**config.mk**
```make
export PLATFORM = sky130hd
export DESIGN_NAME = code_loader
export DESIGN_NICKNAME = d
export VERILOG_FILES = /design/src/rtl/processor18_pkg.sv /design/src/rtl/code_loader_asm.sv /design/src/rtl/code_loader.sv
export SDC_FILE = /design/constraint.sdc
export NUM_CORES = 1
export LEC_CHECK = 0
export CAP_MARGIN = 25
export CORE_AREA = 2 2 98 100
export DETAILED_ROUTE_END_ITERATION = 16
export DIE_AREA = 0 0 100 102
export PLACE_DENSITY = 0.78
export SLEW_MARGIN = 20
export SYNTH_ARGS = -nofsm -noshare
export SYNTH_HDL_FRONTEND = slang
export SYNTH_SLANG_ARGS = --single-unit
```
**constraint.sdc**
```tcl
create_clock -name clock -period 2.8 [get_ports clock]
set_clock_uncertainty 0.05 [all_clocks]
set_input_delay 0.84 -clock clock [delete_from_list [all_inputs] [get_ports clock]]
set_output_delay 0.84 -clock clock [all_outputs]
set_load 0.05 [all_outputs]
```
**src/rtl/processor18_pkg.sv**
```systemverilog
// processor18_pkg: definitions shared by the 18-bit processor, its code RAM
// and the code loader.
//   WORD_SIZE              instruction word width (18 bits)
//   LOADER_BYTES_PER_WORD  stream bytes per instruction word
//   loader_state_t         code loader FSM states
// Optional feature macro: CODE_LOADER_CHECKSUM_EN adds the S_CSUM state.
package processor18_pkg;

    localparam int WORD_SIZE             = 18;
    localparam int LOADER_BYTES_PER_WORD = 3;

    typedef enum logic [3:0] {
        S_LEN_HI,
        S_LEN_LO,
        S_B0,
        S_B1,
        S_B2,
        S_WRITE,
`ifdef CODE_LOADER_CHECKSUM_EN
        S_CSUM,
`endif
        S_DONE,
        S_ERROR
    } loader_state_t;

endpackage

```
**src/rtl/code_loader_asm.sv**
```systemverilog
// code_loader_asm: byte-to-word assembler for the code loader.
// Collects b0/b1/b2 of a big-endian 3-byte word into an 18-bit register.
//   clock, reset   system clock, async active-high reset
//   byte_i         stream byte
//   load_i         shift byte_i into the word register
//   first_i        byte_i is b0 (only its low two bits are kept)
//   word_o         assembled word {b0[1:0], b1, b2}
//   hi_bad_o       byte_i[7:2] non-zero (malformed b0 when first_i)
module code_loader_asm
    import processor18_pkg::*;
(
    input  logic                 clock,
    input  logic                 reset,
    input  logic [7:0]           byte_i,
    input  logic                 load_i,
    input  logic                 first_i,
    output logic [WORD_SIZE-1:0] word_o,
    output logic                 hi_bad_o
);

    logic [WORD_SIZE-1:0] word_q;
    logic [WORD_SIZE-1:0] word_d;

    // b0 seeds the low bits; b1 and b2 each shift 8 bits in, so after b2
    // the register holds {b0[1:0], b1, b2}.
    always_comb begin
        word_d = word_q;
        if (load_i) begin
            if (first_i) word_d = {16'h0000, byte_i[1:0]};
            else         word_d = {word_q[9:0], byte_i};
        end
    end

    always_ff @(posedge clock or posedge reset) begin
        if (reset) word_q <= '0;
        else       word_q <= word_d;
    end

    assign word_o   = word_q;
    assign hi_bad_o = (byte_i[7:2] != 6'd0);

endmodule

```
**src/rtl/code_loader.sv**
```systemverilog
// code_loader: writes a byte-streamed program image into the 18-bit code RAM
// and holds the processor in reset until a complete, valid image is loaded.
// Stream: 16-bit big-endian word count N, then N words of 3 bytes each.
//   clock, reset         system clock, async active-high reset
//   rx_valid/rx_data     incoming byte; rx_ready accepts it
//   start                restart pulse, honoured in S_DONE / S_ERROR only
//   mem_we/addr/din      code RAM write port, one strobe per word
//   cpu_reset            processor reset, low only in S_DONE
//   complete / error     load status levels
// Optional feature macro: CODE_LOADER_CHECKSUM_EN appends an XOR trailer
// byte checked in S_CSUM.
module code_loader
    import processor18_pkg::*;
#(
    parameter int ADDR_SIZE = 18,
    parameter int WORD_SIZE = processor18_pkg::WORD_SIZE,
    parameter int MEM_SIZE  = 1024
) (
    input  logic                 clock,
    input  logic                 reset,
    input  logic                 rx_valid,
    input  logic [7:0]           rx_data,
    output logic                 rx_ready,
    input  logic                 start,
    output logic                 mem_we,
    output logic [ADDR_SIZE-1:0] mem_addr,
    output logic [WORD_SIZE-1:0] mem_din,
    output logic                 cpu_reset,
    output logic                 complete,
    output logic                 error
);

    // State entered once the last word (or an empty image) is in.
`ifdef CODE_LOADER_CHECKSUM_EN
    localparam loader_state_t S_FINAL = S_CSUM;
`else
    localparam loader_state_t S_FINAL = S_DONE;
`endif

    loader_state_t        state_q, state_d;
    logic [15:0]          len_q, len_d;
    logic [15:0]          cnt_q, cnt_d;
    logic [ADDR_SIZE-1:0] addr_q, addr_d;
`ifdef CODE_LOADER_CHECKSUM_EN
    logic [7:0]           xor_q, xor_d;
`endif

    logic accept;
    logic asm_load, asm_first, asm_hi_bad;

    code_loader_asm u_asm (
        .clock    (clock),
        .reset    (reset),
        .byte_i   (rx_data),
        .load_i   (asm_load),
        .first_i  (asm_first),
        .word_o   (mem_din),
        .hi_bad_o (asm_hi_bad)
    );

    assign accept = rx_valid && rx_ready;

    always_comb begin
        state_d   = state_q;
        len_d     = len_q;
        cnt_d     = cnt_q;
        addr_d    = addr_q;
        asm_load  = 1'b0;
        asm_first = 1'b0;
`ifdef CODE_LOADER_CHECKSUM_EN
        xor_d     = xor_q;
        if (accept && state_q != S_CSUM) xor_d = xor_q ^ rx_data;
`endif
        case (state_q)
            S_LEN_HI: if (accept) begin
                len_d   = {rx_data, 8'h00};
                state_d = S_LEN_LO;
            end
            S_LEN_LO: if (accept) begin
                len_d = {len_q[15:8], rx_data};
                if ({len_q[15:8], rx_data} == 16'd0)
                    state_d = S_FINAL;
                else if (int'({len_q[15:8], rx_data}) > MEM_SIZE)
                    state_d = S_ERROR;
                else
                    state_d = S_B0;
            end
            S_B0: if (accept) begin
                if (asm_hi_bad) begin
                    state_d = S_ERROR;
                end else begin
                    asm_load  = 1'b1;
                    asm_first = 1'b1;
                    state_d   = S_B1;
                end
            end
            S_B1: if (accept) begin
                asm_load = 1'b1;
                state_d  = S_B2;
            end
            S_B2: if (accept) begin
                asm_load = 1'b1;
                state_d  = S_WRITE;
            end
            S_WRITE: begin
                addr_d  = addr_q + ADDR_SIZE'(1);
                cnt_d   = cnt_q + 16'd1;
                state_d = (cnt_q + 16'd1 == len_q) ? S_FINAL : S_B0;
            end
`ifdef CODE_LOADER_CHECKSUM_EN
            S_CSUM: if (accept) begin
                state_d = (rx_data == xor_q) ? S_DONE : S_ERROR;
            end
`endif
            S_DONE, S_ERROR: if (start) begin
                state_d = S_LEN_HI;
                len_d   = '0;
                cnt_d   = '0;
                addr_d  = '0;
`ifdef CODE_LOADER_CHECKSUM_EN
                xor_d   = '0;
`endif
            end
            default: state_d = S_LEN_HI;
        endcase
    end

    always_ff @(posedge clock or posedge reset) begin
        if (reset) begin
            state_q <= S_LEN_HI;
            len_q   <= '0;
            cnt_q   <= '0;
            addr_q  <= '0;
`ifdef CODE_LOADER_CHECKSUM_EN
            xor_q   <= '0;
`endif
        end else begin
            state_q <= state_d;
            len_q   <= len_d;
            cnt_q   <= cnt_d;
            addr_q  <= addr_d;
`ifdef CODE_LOADER_CHECKSUM_EN
            xor_q   <= xor_d;
`endif
        end
    end

    // Outputs decode the registered state, so mem_we rises the cycle after
    // b2 is accepted and the RAM captures on the edge leaving S_WRITE.
    always_comb begin
        rx_ready = 1'b0;
        case (state_q)
            S_LEN_HI, S_LEN_LO, S_B0, S_B1, S_B2: rx_ready = 1'b1;
`ifdef CODE_LOADER_CHECKSUM_EN
            S_CSUM: rx_ready = 1'b1;
`endif
            default: rx_ready = 1'b0;
        endcase
    end

    assign mem_we    = (state_q == S_WRITE);
    assign mem_addr  = addr_q;
    assign complete  = (state_q == S_DONE);
    assign error     = (state_q == S_ERROR);
    assign cpu_reset = (state_q != S_DONE);

endmodule

```
* Word-level counts from Yosys, hierarchy flattened
Index checks and enable logic that the tools add are counted.
** Word-level totals
- Register bits :: 72
- Output and inout bits :: 41
- Logic and storage cells :: 64
** Cells by class
- Add/subtract/negate cells :: 2
- Order comparisons :: 1
- Equal/unequal tests :: 15
- Mux-type cells :: 25
- Bitwise gates (word level) :: 1
- Reductions and logical operators :: 14
** Operators by type and width (count)
- 16-bit one-hot mux with 3 select lines :: 1
- 18-bit two-way mux :: 2
- 18-bit one-hot mux with 2 select lines :: 1
- 16-bit two-way mux :: 2
- 16-bit one-hot mux with 2 select lines :: 1
- 4-bit one-hot mux with 7 select lines :: 1
- 4-bit two-way mux :: 6
- 18-bit by 1-bit adder with 18-bit output, second input constant :: 1
- 16-bit by 1-bit adder with 16-bit output, second input constant :: 1
- 16-bit == test :: 1
- 4-bit by 3-bit == test with 1-bit output, second input constant :: 4
- 16-bit by 11-bit > comparator with 1-bit output, second input constant :: 1
- 16-bit logical NOT :: 1
- 3-bit two-way mux :: 4
- 2-bit != test, second input constant :: 6
- 4-bit by 2-bit == test with 1-bit output, second input constant :: 2
- 8-bit two-way mux :: 1
- 4-bit AND reduction :: 2
- 6-bit AND reduction :: 1
- 6-bit nonzero test :: 1
- 1-bit two-way mux :: 5
- 5-bit OR reduction :: 1
- 4-bit by 1-bit == test with 1-bit output, second input constant :: 1
- 4-bit logical NOT :: 1
- other kinds (8) :: 10

* Longest topological paths before layout
Gate-level depths: netlist of run 1.
- Depth after elaboration :: 7
- Mapped depth :: 9
- Gate-level depth less buffers :: 8

* Modules after synthesis
Synthesis of run 1 repeated with hierarchy kept, for this count alone.
** Second synthesis, totals
- Cell total of the unflattened synthesis :: 418
- Area total of the unflattened synthesis :: 3996.3 um^2
** By module, submodules not included
- code_loader :: instances 1, cells an instance 368, area an instance 3301.9 um^2
- code_loader_asm :: instances 1, cells an instance 50, area an instance 694.4 um^2

* Worst setup path after synthesis of run 1
Ideal clock, no wire load.
- Path kind :: reg2out
- Start point :: register state_q[1]
- End point :: output complete
- Arrival :: 1.757 ns
- Required time :: 1.910 ns
- Path slack :: 0.153 ns
- Cell stages (with the launch flop) :: 5
- Buffers on the path :: 1
- Path through :: dfrtp_1 > clkbuf_1 > inv_1 > or3_1 > inv_1
** On the way
- Word-level cells in the longest chain between the ends :: 1
** Ends and longest elaborated chain
- from (decl) :: line code_loader.sv:40 : loader_state_t state_q, state_d;
- from (signal assigned) :: line code_loader.sv:138 : state_q <= state_d;
- 4-bit by 3-bit == test with 1-bit output :: line code_loader.sv:163 : assign complete = (state_q == S_DONE);
- to (decl) :: line code_loader.sv:29 : output logic complete,
No other way between the ends.

* Worst setup path in the final report of run 1
- Start point :: input rx_data[4]
- End point :: register u_asm.word_q[3] (netlist: u_asm.word_o[3])
** On the way
- Word-level cells in the longest chain between the ends :: 5
- Elaborated cells on any way between the ends :: 6
- Those cells by class :: 5 x mux; 1 x reduce/logical
** Ends and longest elaborated chain
- from (decl) :: line code_loader.sv:22 : input logic [7:0] rx_data,
- 6-bit nonzero test * :: line code_loader_asm.sv:40 : assign hi_bad_o = (byte_i[7:2] != 6'd0);
- 1-bit two-way mux * :: line code_loader.sv:89 : if (asm_hi_bad) begin
- 1-bit two-way mux * :: line code_loader.sv:88 : S_B0: if (accept) begin
- 1-bit two-way mux :: line code_loader.sv:74 : case (state_q)
- 18-bit two-way mux :: line code_loader_asm.sv:29 : if (first_i) word_d = {16'h0000, byte_i[1:0]};
- to (signal assigned) :: line code_loader_asm.sv:36 : else word_q <= word_d;
- to (decl) :: line code_loader_asm.sv:21 : logic [WORD_SIZE-1:0] word_q;
Mark *: on every way between the ends. The rest lies on a longest branch, timed or not.
A chain may end at the register's enable or synchronous reset.

==> results of run 1 <==
-- cell families (layout without fill, tap and decap cells) --
| family | Yosys count | after routing | share of synthesized area [%] |
|---|---|---|---|
| XOR/XNOR | 30 | 30 | 6.55 |
| AND/OR/NAND/NOR | 180 | 180 | 23.2 |
| buffers and inverters | 38 | 108 | 3.77 |
| adder cells (fa/ha/maj) | 5 | 5 | 1.56 |
| multiplexers | 26 | 26 | 6.80 |
| flip-flops | 71 | 71 | 44.3 |
| AO/OA/AOI/OAI | 86 | 86 | 13.9 |
-- routing by layer --
| layer | track usage [%] | vias to the layer above | wire length [µm] |
|---|---|---|---|
| met3 | 4.31 | 24 | 472 |
| met1 | 27.7 | 1750 | 4320 |
| met2 | 33.5 | 108 | 4710 |
| met4 | 8.32 | 0 | 244 |
| li1 | - | 1675 | - |
| met5 | 0 | - | 0 |
-- layout by cell type (no fill, tap or decap), types with 3 or more instances in the layout --
master and n:
and3_1 6, nand3_1 24, o21ai_0 35, mux2_1 4, xor2_1 19, dfrtp_1 71, a31oi_1 5, nand2_1 34
a21oi_1 9, inv_1 12, and2_1 3, mux2i_1 16, clkbuf_8 9, nand4_1 14, o21a_1 3, buf_4 30
or3_1 5, xnor2_1 11, nor3_1 9, nor2_1 52, o31ai_1 10, nor2b_1 11, ha_1 5, mux2_2 6
and4_1 5, clkdlybuf4s50_1 47
-- through the flow --
| stage | utilization, % | power (µW) |
|---|---|---|
| floorplan | - | 3490 |
| global placement | 52.4 | 4250 |
| detailed placement | 52.4 | 4330 |
| CTS | 54.3 | 5070 |
| global route | 54.3 | 5380 |
| finish | 54.3 | 5050 |
-- sequential cells by signal, summed over array words and instances, names as in the netlist --
name and cells:
mem_addr 18, state_q 3, u_asm.word_o 18, cnt_q 16, len_q 16
-- report_power, final --
| part | total, µW | switching (µW) | leakage [µW] | internal (µW) |
|---|---|---|---|---|
| clock network | 729 | 403 | 0.0000829 | 326 |
| logic | 2640 | 1620 | 0.00105 | 1010 |
| registers | 1690 | 341 | 0.000934 | 1350 |
-- layout make-up --
type	count	area (µm²)
fillers	831	4170
clock buffers	10	128
clock inverters	6	46.3
flip-flops and latches	71	1780
inverters	14	52.6
repair buffers	78	716
multi-input cells	327	2090
well taps	111	139
-- worst paths after layout --
path / from / to / slack (ns)
worst min register to register: u_asm.word_o[14] / u_asm.word_o[14] / 0.47
worst min-delay path: u_asm.word_o[14] / u_asm.word_o[14] / 0.47
max in group asynchronous: reset / len_q[9] / 1.47
min in group asynchronous: reset / cnt_q[3] / 0.86
worst max-delay path: rx_data[4] / u_asm.word_o[3] / 0.15
worst max register to register: cnt_q[1] / state_q[2] / 0.28
-- critical path: stages --
cell             delay [ns]
clkdlybuf4s50_1        0.51
nor4_1                 0.40
nand2_1                0.17
nor4_4                 0.24
or2_0                  0.30
mux2_1                 0.36
==> results.ini, run 1 <==
[logic_synthesis]
yosysTopAreaCellShare_pct = 44.3
ys_ff_latch = 71
synthDistinctLibCells = 60
synthArstFlopShare_pct = 100
synth_commonest_cells = 71 x dfrtp_1, 52 x nor2_1, 35 x o21ai_0
ys.warnings.count = 0
synth_top_area_cell = dfrtp_1
post_synth.cell_area_avg_um2 = 9.21
synthesis.nets = 453
syn-instance-count = 436
synthTopCellsByArea = dfrtp_1 44%, nor2_1 4.9%, o21ai_0 4.4%
syn-cell-area_um2 = 4010
synth.most_common_cell = dfrtp_1
ys_seq_area_share_pct = 44.3
synth_flop_cell = dfrtp_1
synth_edf_count = 0

[finish]
drive_gt1_share_pct = 12.6
finalNetCount = 518
final_cell_area_um2 = 4940
antenna_cells = 0
area_delta_synth_final_pct = 23.2
stdcell_count = 617

[floorplanning]
start_util_pct = 44.1
rows = 35
ioPinCount = 53
die_y_um = 102
die_x_um = 100
core_area_um2 = 9110
fp.dieArea_um2 = 10200

[grt]
grt_pass1_vias = 3498
grt_overflow = 0
grt_pass1_wl_um = 17000
grt_start_max_net_pins = 38
track_usage_pct = 20.8
antenna_found_initial = 0

[route]
wl_per_cell_um = 15.8
drc = 0
antenna_left = 0
vias_per_cell = 5.76
firstDrtPassIters = 4
vias = 3557
routed_wl_um = 9740
drt-initial-drc-count = 231

[clock_network]
clock-sinks = 71
cts_setup_buffers = 0
cts_resized = 0
cts_buffers = 9
cts-hold-fix-buffers = 0
clk_pin_slew_worst_paths_ns = 0.08
cts_root_buffer = clkbuf_8
cts_buffer_depth = 2
h-tree-depth = 3
cts_tree = built
worstSkewPairLatency_ns = 0.35

[pwr]
p_leak_uw = 0.00207
power.density_nw_per_um2 = 1020
peakVddDrop_uv = 926

[timing]
tns_ns = 0
finalSetupViolCount = 0
tightest_slew_ns = 0.600
worst_slack_ns = 0.149
relSlewSlack_pct = 59.8
whs_ns = 0.475
max_freq_ghz = 0.377
fin_crit_sh_pct = 94.7
finalHoldViolCount = 0
finalMaxSlewViolations = 0
grt_setup_unrepaired = no
finalCriticalPeriod_ns = 2.65

[hold_path]
hold_depth = 2
min_path_type = reg2reg

[critical_path]
crit_fanout = 4
arrival_ns = 2.83
end_kind = flop
critical_path_class = in2reg
ff2ff_path_depth = 7
required_ns = 2.98
startpoint_type = input port

[place]
place_area_um2 = 4770
gp_congestion = 0.884
dpl_worst_slack_ns = -0.195
dpl.hpwl_um = 7250
place_inst = 601
portBuffers = 52

[run_status]
status = finished clean

[job]
maxCapViolCount = 0

Power figures use the tool's default switching activity.
==> run 2: changes to the inputs <==
--- a/config.mk
+++ b/config.mk
@@ -10,7 +10,6 @@
 export DETAILED_ROUTE_END_ITERATION = 16
 export DIE_AREA = 0 0 100 102
 export PLACE_DENSITY = 0.78
-export SLEW_MARGIN = 20
 export SYNTH_ARGS = -nofsm -noshare
 export SYNTH_HDL_FRONTEND = slang
 export SYNTH_SLANG_ARGS = --single-unit
==> results of run 2 <==
The final DEF is identical to that of run 1; final timing and power are the same.
==> run 3: changes to the inputs <==
--- a/config.mk
+++ b/config.mk
@@ -10,6 +10,7 @@
 export DETAILED_ROUTE_END_ITERATION = 16
 export DIE_AREA = 0 0 100 102
 export PLACE_DENSITY = 0.78
+export SKIP_LAST_GASP = 1
 export SYNTH_ARGS = -nofsm -noshare
 export SYNTH_HDL_FRONTEND = slang
 export SYNTH_SLANG_ARGS = --single-unit
==> results of run 3 <==
The final DEF is identical to that of run 1; final timing and power are the same.
==> patch: new RTL, settings of run 3 <==
`ADDR_SIZE`: 18 -> 36.
--- a/src/rtl/code_loader.sv
+++ b/src/rtl/code_loader.sv
@@ -12,7 +12,7 @@
 module code_loader
     import processor18_pkg::*;
 #(
-    parameter int ADDR_SIZE = 18,
+    parameter int ADDR_SIZE = 36,
     parameter int WORD_SIZE = processor18_pkg::WORD_SIZE,
     parameter int MEM_SIZE  = 1024
 ) (
Interface: changed (resized mem_addr); port bits go from 53 to 71. The function was not compared with the original's and may differ.
==> patch against run 3 <==
- wire length rose by 13%
- area after synthesis up 22%
- design area increased by 21%
- non-clock buffer count increased by 17
- core utilization up 11 points
- worst setup slack better by 0.014 ns
- total power up 18%
- worst hold slack worse by 0.0011 ns
- critical path depth down 2
- fmax grew 0.52%
- sequential cell count up 18
- highest routed layer unchanged
==> patch: results <==
{
  "outcome": "finished, final reports clean",
  "dr_wl_met2_microns": 5500,
  "routedLengthMet1_microns": 4880,
  "switchingPower_mw": 2.68,
  "vias_per_cell": 5.62,
  "dp_slack_ns": -0.0507,
  "synth_compound_area_share_pct": 9.57,
  "grt_max_degree": 90,
  "comb_power_share_pct": 48.9,
  "postPlaceCellArea_sq_um": 5790,
  "crit_slowest_cell": "dfrtp_1",
  "cpPeakStageDelay_ns": 0.56,
  "io_buffers": 70,
  "fillers": 754,
  "grt_use_met3_pct": 4.10,
  "yosys-mux-area-fraction_pct": 6.03,
  "crit_family": "flip-flops",
  "crit_arrival_ns": 1.75,
  "p_leak_nw": 2.67,
  "drive_gt1_share_pct": 12.4,
  "grt_pass1_wl_microns": 18600,
  "wire_per_inst_microns": 15.6,
  "synth_nets": 534,
  "synth_cell_types": 59,
  "ys_top_cells_by_count": "dfrtp_1 (89), nor2_1 (69), o21ai_0 (39)",
  "grt_use_met2_pct": 39.1,
  "hpwl_microns": 7940,
  "yosys.area_share.adder_pct": 1.28,
  "wl_met3_microns": 560,
  "firstDrtPassIters": 7,
  "gp_congestion": 0.820,
  "synth_top_cells_by_area": "dfrtp_1 (46%), nor2_1 (5.3%), xor2_1 (5.2%)",
  "nets": 613,
  "ir_worst_vdd_uv": 801,
  "synth_seq_area_share_pct": 45.7,
  "tightest_slew_ns": 0.846,
  "wl_microns": 11000,
  "first_iter_violations": 185,
  "power_frac_clock_pct": 15.6,
  "yosys.area_share.xor_xnor_pct": 9.69
}
[patch: worst paths after layout]
| path | startpoint | endpoint | slack (ns) | cells after the start |
|---|---|---|---|---|
| setup / recovery | state_q[1] | rx_ready | 0.16 | 4 |
| hold / removal | u_asm.word_o[13] | u_asm.word_o[13] | 0.47 | 2 |
| setup reg to reg | state_q[1] | mem_addr[26] | 0.42 | 7 |
| hold reg to reg | u_asm.word_o[13] | u_asm.word_o[13] | 0.47 | 2 |
| max in group asynchronous | reset | mem_addr[7] | 1.43 | 3 |
| min in group asynchronous | reset | mem_addr[30] | 0.90 | 3 |
[patch: area by class of cell]
class / count / area, sq um / share of cell area [%]
Inverter: 20 / 78.8 / 1.32
Timing Repair Buffer: 95 / 901 / 15.1
Tap cell: 111 / 139 / 2.32
Clock buffer: 10 / 128 / 2.13
Sequential cell: 89 / 2230 / 37.2
Multi-Input combinational cell: 381 / 2440 / 40.8
Clock inverter: 4 / 70.1 / 1.17
